`config.mk`:
```
export PLATFORM = sky130hd
export DESIGN_NAME = fetch_unit
export DESIGN_NICKNAME = d
export VERILOG_FILES = /design/src/rtl/fetch_unit_pkg.sv /design/src/rtl/fetch_fifo.sv /design/src/rtl/fetch_unit.sv
export SDC_FILE = /design/constraint.sdc
export NUM_CORES = 1
export LEC_CHECK = 0
export CORE_UTILIZATION = 40
export DETAILED_ROUTE_END_ITERATION = 10
export PLACE_DENSITY_LB_ADDON = 0.08
export SLEW_MARGIN = 20
export SYNTH_ARGS = -nofsm -noshare
export SYNTH_HDL_FRONTEND = slang
export SYNTH_SLANG_ARGS = --single-unit
```
`constraint.sdc`:
```
create_clock -name clk -period 4.57 [get_ports clk]
set_clock_uncertainty 0.2 [all_clocks]
set_input_delay 0.457 -clock clk [delete_from_list [all_inputs] [get_ports clk]]
set_output_delay 0.457 -clock clk [all_outputs]
set_load 0.005 [all_outputs]
```
`src/rtl/fetch_unit_pkg.sv`:
```
// fetch_unit_pkg: shared widths, PC step and fetch entry layout for the fetch front end
package fetch_unit_pkg;
  localparam int INST_ADDR_W = 32;
  localparam int INST_W = 32;
  localparam int PC_INC = 4;
  localparam logic [INST_W-1:0] ZeroWord = '0;
  typedef struct packed {
    logic [INST_ADDR_W-1:0] pc;
    logic [INST_W-1:0] inst;
  } fetch_entry_t;
endpackage

```
`src/rtl/fetch_fifo.sv`:
```
// fetch_fifo: synchronous first-word fall-through FIFO with clear, used as the prefetch buffer
module fetch_fifo #(
  parameter int WIDTH = 64,
  parameter int DEPTH = 4
) (
  input  logic                     clk,
  input  logic                     rst,
  input  logic                     push,
  input  logic                     pop,
  input  logic                     clear,
  input  logic [WIDTH-1:0]         din,
  output logic [WIDTH-1:0]         dout,
  output logic [$clog2(DEPTH):0]   count,
  output logic                     full,
  output logic                     empty
);
  localparam int AW = $clog2(DEPTH);
  localparam int CW = AW + 1;
  logic [WIDTH-1:0] mem_q [DEPTH];
  logic [AW-1:0] wr_q, wr_d, rd_q, rd_d;
  logic [CW-1:0] cnt_q, cnt_d;
  always_comb begin
    wr_d = clear ? '0 : push ? wr_q + AW'(1) : wr_q;
    rd_d = clear ? '0 : pop ? rd_q + AW'(1) : rd_q;
    cnt_d = clear ? '0 : cnt_q + CW'(push) - CW'(pop);
  end
  always_ff @(posedge clk) begin
    if (rst) begin
      wr_q <= '0;
      rd_q <= '0;
      cnt_q <= '0;
    end else begin
      wr_q <= wr_d;
      rd_q <= rd_d;
      cnt_q <= cnt_d;
    end
  end
  always_ff @(posedge clk) begin
    if (push && !clear) mem_q[wr_q] <= din;
  end
  assign dout = mem_q[rd_q];
  assign count = cnt_q;
  assign full = cnt_q == CW'(DEPTH);
  assign empty = cnt_q == '0;
endmodule

```
`src/rtl/fetch_unit.sv`:
```
// fetch_unit: sequential fetch with credit-limited ROM requests, prefetch buffer and flush-drop tracking
module fetch_unit import fetch_unit_pkg::*; #(
  parameter int ADDR_W = INST_ADDR_W,
  parameter int DATA_W = INST_W,
  parameter int DEPTH = 4,
  parameter logic [ADDR_W-1:0] RESET_PC = '0
) (
  input  logic              clk,
  input  logic              rst,
  output logic              rom_ce_o,
  output logic [ADDR_W-1:0] rom_addr_o,
  input  logic              rom_rvalid_i,
  input  logic [DATA_W-1:0] rom_data_i,
  output logic              id_valid_o,
  output logic [ADDR_W-1:0] id_pc_o,
  output logic [DATA_W-1:0] id_inst_o,
  input  logic              id_ready_i,
  input  logic              flush_i,
  input  logic [ADDR_W-1:0] flush_pc_i,
  output logic              err_o
);
  localparam int CW = $clog2(DEPTH) + 1;
  localparam int EW = ADDR_W + DATA_W;
  logic [ADDR_W-1:0] pc_q, pc_d, resp_pc_q, resp_pc_d, tgt;
  logic [CW-1:0] out_q, out_d, drop_q, drop_d, fifo_cnt;
  logic [CW:0] in_use;
  logic [EW-1:0] head;
  logic err_q, err_d, fifo_full, fifo_empty, issue, resp, push, pop;
  // Credit covers both buffered and in-flight words so the FIFO can never overflow
  always_comb begin
    tgt = flush_pc_i & ~ADDR_W'(3);
    in_use = {1'b0, fifo_cnt} + {1'b0, out_q};
    resp = rom_rvalid_i && out_q != '0;
    issue = !rst && !flush_i && !fifo_full && in_use < (CW+1)'(DEPTH);
    push = resp && drop_q == '0 && !flush_i;
    pop = !fifo_empty && id_ready_i && !flush_i;
    pc_d = flush_i ? tgt : issue ? pc_q + ADDR_W'(PC_INC) : pc_q;
    resp_pc_d = flush_i ? tgt : push ? resp_pc_q + ADDR_W'(PC_INC) : resp_pc_q;
    out_d = out_q + CW'(issue) - CW'(resp);
    drop_d = flush_i ? out_q - CW'(resp) : (resp && drop_q != '0) ? drop_q - CW'(1) : drop_q;
    err_d = err_q || (rom_rvalid_i && out_q == '0);
  end
  always_ff @(posedge clk) begin
    if (rst) begin
      pc_q <= RESET_PC;
      resp_pc_q <= RESET_PC;
      out_q <= '0;
      drop_q <= '0;
      err_q <= 1'b0;
    end else begin
      pc_q <= pc_d;
      resp_pc_q <= resp_pc_d;
      out_q <= out_d;
      drop_q <= drop_d;
      err_q <= err_d;
    end
  end
  fetch_fifo #(.WIDTH(EW), .DEPTH(DEPTH)) u_fifo (
    .clk   (clk),
    .rst   (rst),
    .push  (push),
    .pop   (pop),
    .clear (flush_i),
    .din   ({resp_pc_q, rom_data_i}),
    .dout  (head),
    .count (fifo_cnt),
    .full  (fifo_full),
    .empty (fifo_empty)
  );
  assign rom_ce_o = issue;
  assign rom_addr_o = pc_q;
  assign id_valid_o = !rst && !fifo_empty;
  assign id_pc_o = rst ? '0 : head[EW-1:DATA_W];
  assign id_inst_o = rst ? DATA_W'(ZeroWord) : head[DATA_W-1:0];
  assign err_o = err_q;
endmodule

```
# After elaboration in Yosys (flattened, before gate mapping)
# Memories as Yosys holds them, arrays and structs flattened. A register that Yosys moved wholly into a read port is not among the register bits.
# Cells that the tools add are included.
dict set report word_totals {
  ff_bits 78
  ramBits 256
  inputBits 69
  word_cells 62
  n_memories 1
}
# memory depth word_bits rd rd_ports_with_merged_regs wr line
set mem_list {}
lappend mem_list {u_fifo.mem_q 4 64 1 1 1 fetch_fifo.sv:19} ;# logic [WIDTH-1:0] mem_q [DEPTH];
dict set report classes {
  n_addsub 11
  order_cmp 1
  eq_ne 1
  n_mux 12
  n_reduce_logical 26
}
# op n
set ops {}
lappend ops {{$mux 32} 6}
lappend ops {{$add 32x3->32 const B} 2}
lappend ops {{$logic_and 1x1->1} 12}
lappend ops {{$logic_not 3->1} 3}
lappend ops {{$sub 3x1->3} 3}
lappend ops {{$add 3x1->3} 2}
lappend ops {{$mux 3} 2}
lappend ops {{$reduce_bool 2->1} 3}
lappend ops {{$reduce_bool 3->1} 2}
lappend ops {{$add 2x1->2 const B} 2}
lappend ops {{$add 3x3->4} 1}
lappend ops {{$logic_not 1->1} 4}
lappend ops {{$lt 4x3->1 const B} 1}
lappend ops {{$mux 2} 2}
lappend ops {{$eq 3x3->1 const B} 1}
lappend ops {{$sub 3x1->3 const B} 1}
lappend ops {{$mux 1} 2}
lappend ops {{$reduce_or 2->1} 1}
lappend ops {{$logic_or 1x1->1} 1}

# Longest topological paths before layout
dict set report depth {
  word_depth 7
  ltp_mapped 11
  mapped_depth_nobuf 10
}

# Modules after synthesis
# A second synthesis with hierarchy kept.
dict set report hier_totals {
  hier_cells 887
  hier_area_um2 14005.9
}
# module instances cells_per_inst area_per_inst_um2 seq_area_each_um2
set by_module_without_submodules {}
lappend by_module_without_submodules {fetch_fifo 1 381 9768.1 7867.5}
lappend by_module_without_submodules {fetch_unit 1 506 4237.8 1341.3}

# Worst setup path before layout
# OpenSTA, ideal clock, no wires.
dict set report synth_timing {
  kind {in2reg}
  from {input port flush_i}
  to {memory u_fifo.mem_q[0][0], enable pin}
  setup_ns 0.426
  arrival_time_ns 2.636
  required_ns 3.944
  path_slack_ns 1.307
  cell_stages 4
  path_cell_list {clkbuf_1 -> clkbuf_1 -> nor3_1 -> and2_1}
}
dict set report synth_between {
  elab_chain_cells 5
}
# element line
set synth_lines {}
lappend synth_lines {{start, declared} fetch_unit.sv:18} ;# input logic flush_i,
lappend synth_lines {{$logic_not 1->1} fetch_unit.sv:35} ;# push = resp && drop_q == '0 && !flush_i;
lappend synth_lines {{$logic_and 1x1->1} fetch_unit.sv:35}
lappend synth_lines {{named net push} fetch_unit.sv:28} ;# logic err_q, err_d, fifo_full, fifo_empty, issue, resp, push, pop;
lappend synth_lines {{$logic_and 1x1->1} fetch_fifo.sv:39} ;# if (push && !clear) mem_q[wr_q] <= din;
lappend synth_lines {{$mux 1} fetch_fifo.sv:39}
lappend synth_lines {{$mux 1 (implied by the code)} fetch_fifo.sv:39}
lappend synth_lines {{end, declared} fetch_fifo.sv:19}
# The timed path passes the listed nets, and every way through them passes these cells.

==> impl_results.rst <==
.. list-table::
   :header-rows: 1

   * - Metric
     - Value
   * - Hold-fix buffers at CTS
     - 0
   * - Number of instances in the synthesized netlist
     - 959
   * - Top flip-flop cell by instance count after synthesis
     - edfxtp_1
   * - Finish-stage setup viols
     - 0
   * - Path type of the worst min-delay path
     - in -> reg
   * - Total of max-cap violations
     - 0
   * - Placed cell count
     - 1531
   * - Maximum clock frequency
     - 288.5 MHz
   * - Post-synth EDFFs
     - 248
   * - Wirelength, routed
     - 32030 um
   * - Commonest cells after routing, fill and taps aside
     - edfxtp_1 (248), clkdlybuf4s50_1 (160), dfxtp_1 (74), and2_1 (67), mux4_2 (62)
   * - Leakage power total
     - 5.474 nW
   * - Via count
     - 8811
   * - Kind of start point of the critical path
     - flip-flop
   * - Proportion of power drawn by the clock network
     - 39.7%
   * - Die Ht
     - 188.7 um
   * - Number of port buffers
     - 161
   * - Yosys reg bits
     - 324
   * - Root buf cell
     - clkbuf_16
   * - Highest net fanout along the worst path
     - 30
   * - Reg2Reg Depth
     - 5
   * - Mean post-synth cell area
     - 14.54 sq um
   * - Buffer levels on the longest clock path
     - 3
   * - Share of flip-flops with an asynchronous set or reset after synthesis
     - 0%
   * - DRC violation count after routing
     - 0
   * - Finished Layout Cells
     - 1596
   * - Final hold violation count
     - 0
   * - Final total negative setup slack
     - 0 ps
   * - Total power draw
     - 0.007010 W
   * - Core Footprint
     - 0.03446 sq mm
   * - Fraction of final layout cells sized beyond drive strength 1
     - 13.15%
   * - Number of antenna-violating nets in the routed design
     - 0
   * - Nets
     - 1201
   * - Endpoint type of the worst setup path
     - output pin
   * - Die ar.
     - 0.03562 sq mm
   * - Number of clock sinks
     - 324
   * - Period utilization
     - 75.85%
   * - Fin crit period
     - 3466 ps
   * - Vias in the first global route
     - 9007
   * - Inserted Diodes
     - 0
   * - Worst vdd ir
     - 0.2420 mV
   * - Count of H-tree levels built during CTS
     - 2
   * - Outcome
     - finished, final reports clean
   * - Boundary pin count
     - 168
   * - Register-to-Register Setup Slack
     - 1780 ps
   * - Crit Path Category
     - reg -> out
   * - Clock Pin Slew Worst Setup and Hold Paths
     - 60 ps
   * - Initial antenna violation count
     - 0
   * - Setup fix buffers added after clock tree synthesis
     - 0
   * - Beginning of the worst hold path
     - flush_i
   * - Cts bufs inserted
     - 36
   * - Via-to-Cell Ratio
     - 5.521
   * - Sequential share of the synthesized area
     - 64.30%
   * - # fillers
     - 3019
   * - Data required time at the worst endpoint
     - 3910 ps
   * - Total internal power
     - 0.005371 W
   * - Most common cell after layout, fill and taps aside
     - edfxtp_1
   * - Sw Ratio
     - 23.38%
   * - Largest net degree at the start of global routing
     - 63
   * - Die width
     - 188.7 um
   * - Relative contribution of sequential cells to total power
     - 49.0%
   * - Synth warn
     - 0
   * - Number of detailed-routing iterations run before antenna repair
     - 4
   * - Number of pins with negative max-slew slack in the final report
     - 0
   * - First-iteration detailed-routing DRC count
     - 609
   * - TritonCTS clock tree
     - built
   * - Pin slew with the least headroom to its limit
     - 775.2 ps
   * - Cell depth of the worst min-delay path
     - 4
   * - Power per unit of standard cell area
     - 407.0 mW/mm^2
   * - Std-Cell Rows
     - 68
   * - Unique cell type count in the Yosys netlist
     - 63
   * - Syn Std Cell Area
     - 0.01395 sq mm
   * - Net switching power figure
     - 0.001639 W
   * - Logic gate share of total power
     - 11.3%
   * - Worst-Skew Late Latency
     - 510 ps
   * - GR Overflow Total
     - 0
   * - Tot GR Track Use
     - 18.11%
   * - Global-route wire length before repair
     - 50610 um
   * - Total half-perimeter wirelength after legalization and detailed placement
     - 19480 um
   * - Arr. time, crit path
     - 2810 ps
   * - Unrepaired setup endpoints after global routing
     - false
   * - Slew headroom
     - 47.85%
   * - Placer's final routability congestion estimate
     - 0.8445
   * - Quantity of gates resized following cts
     - 0
   * - Layout-stage area growth over the synthesis result
     - 23.50%
   * - Reg-to-reg critical path startpoint
     - resp_pc_q[2]
   * - Wire length per cell
     - 20.07 um
   * - Starting density of the core
     - 40.48%
==> synthesized netlist by cell type (3+ instances only) <==
cell type | n | area [sq um]
or2_2 | 5 | 31.28
and3_1 | 10 | 62.56
and2_1 | 71 | 444.2
buf_1 | 7 | 26.28
buf_2 | 4 | 20.02
a21boi_0 | 7 | 52.55
o21ai_0 | 14 | 70.07
o31a_1 | 6 | 52.55
o31ai_1 | 11 | 82.58
o211ai_1 | 12 | 90.09
o21a_1 | 8 | 60.06
nor2b_1 | 6 | 37.54
clkbuf_1 | 49 | 183.9
buf_4 | 4 | 30.03
or3_1 | 10 | 62.56
edfxtp_1 | 248 | 7447
nor2_1 | 36 | 135.1
nor4_1 | 23 | 143.9
nand2_1 | 36 | 135.1
inv_1 | 17 | 63.81
nand3_1 | 33 | 165.2
nor3_1 | 17 | 85.08
dfxtp_1 | 76 | 1521
ha_1 | 16 | 200.2
a31oi_1 | 13 | 81.33
and4_1 | 10 | 87.58
nand4_1 | 23 | 143.9
a211o_1 | 4 | 35.03
o311ai_0 | 7 | 61.31
a21oi_1 | 11 | 55.05
a311oi_1 | 6 | 52.55
mux4_2 | 62 | 1396
xor2_1 | 4 | 35.03
nand2b_1 | 3 | 18.77
xnor2_1 | 17 | 148.9
a41oi_1 | 3 | 26.28
or4_1 | 22 | 165.2
a211oi_1 | 16 | 120.1
==> area by class of cell <==
type / instances / area (sq um) / area share [%]
flip-flops and latches: 324 / 8974 / 52.10
multi-input cells: 555 / 4668 / 27.10
repair buffers: 178 / 1809 / 10.50
clock buffers: 48 / 967.2 / 5.615
well taps: 455 / 569.3 / 3.305
clock inverters: 17 / 166.4 / 0.9661
inverters: 19 / 71.32 / 0.4140
==> kinds of logic (layout without fill, tap and decap cells) <==
group / after synthesis / count (layout) / synth area share [%]
mux: 64 / 64 / 10.16
compound gates: 132 / 132 / 7.024
xor+xnor: 21 / 21 / 1.319
fa+ha+maj: 18 / 18 / 1.722
other cells: 1 / 4 / 0.02689
buf+inv: 83 / 262 / 2.377
simple gates: 316 / 316 / 13.07
flops: 324 / 324 / 64.30
==> per-stage QoR <==
stage	setup WS (ps)	util (%)	hold slack (ps)	area, sq um
CTS	984.8	49.97	231.6	17220
floorplan	1307	-	260.4	13960
global placement	1294	46.68	262.4	16090
global route	900.7	49.99	269.0	17230
detailed placement	1250	46.68	277.6	16090
finish	1104	49.99	245.8	17230
==> layer usage <==
metal / vias to the layer above / track usage [%] / wire length, um
met2: 256 / 28.95 / 14860
met3: 41 / 2.924 / 1471
met5: - / 0 / 0
li1: 4103 / - / -
met1: 4411 / 25.60 / 15070
met4: 0 / 4.901 / 630
==> state kept, by name (all words and copies together) (netlist names), named ones only <==
| name | count |
|---|---|
| u_fifo.count | 3 |
| rom_addr_o | 30 |
| u_fifo.rd_q | 2 |
| resp_pc_q | 30 |
| out_q | 3 |
| u_fifo.wr_q | 2 |
| err_o | 1 |
| drop_q | 3 |
| u_fifo.mem_q | 248 |
==> power groups by stage <==
stage	combinational (W)	clock, W	sequential, W
final	0.000791	0.00279	0.00343
after global routing	0.000878	0.00297	0.00345
after CTS	0.000801	0.00285	0.00343
after detailed placement	0.000795	0	0.00349
after floorplan	0.000448	0	0.00346
after global placement	0.000791	0	0.00349
==> worst max-delay path, cell delays in order, from the launching register on <==
cell and delay, ps:
dfxtp_4 760, buf_4 370, mux4_2 540, and2_1 170, clkdlybuf4s50_1 450
==> final timing paths <==
path	endpoint
max	id_inst_o[18]
min	u_fifo.rd_q[0]
max reg2reg	resp_pc_q[30]
min reg2reg	err_o
Note: power is estimated with default switching activity, not from simulation.
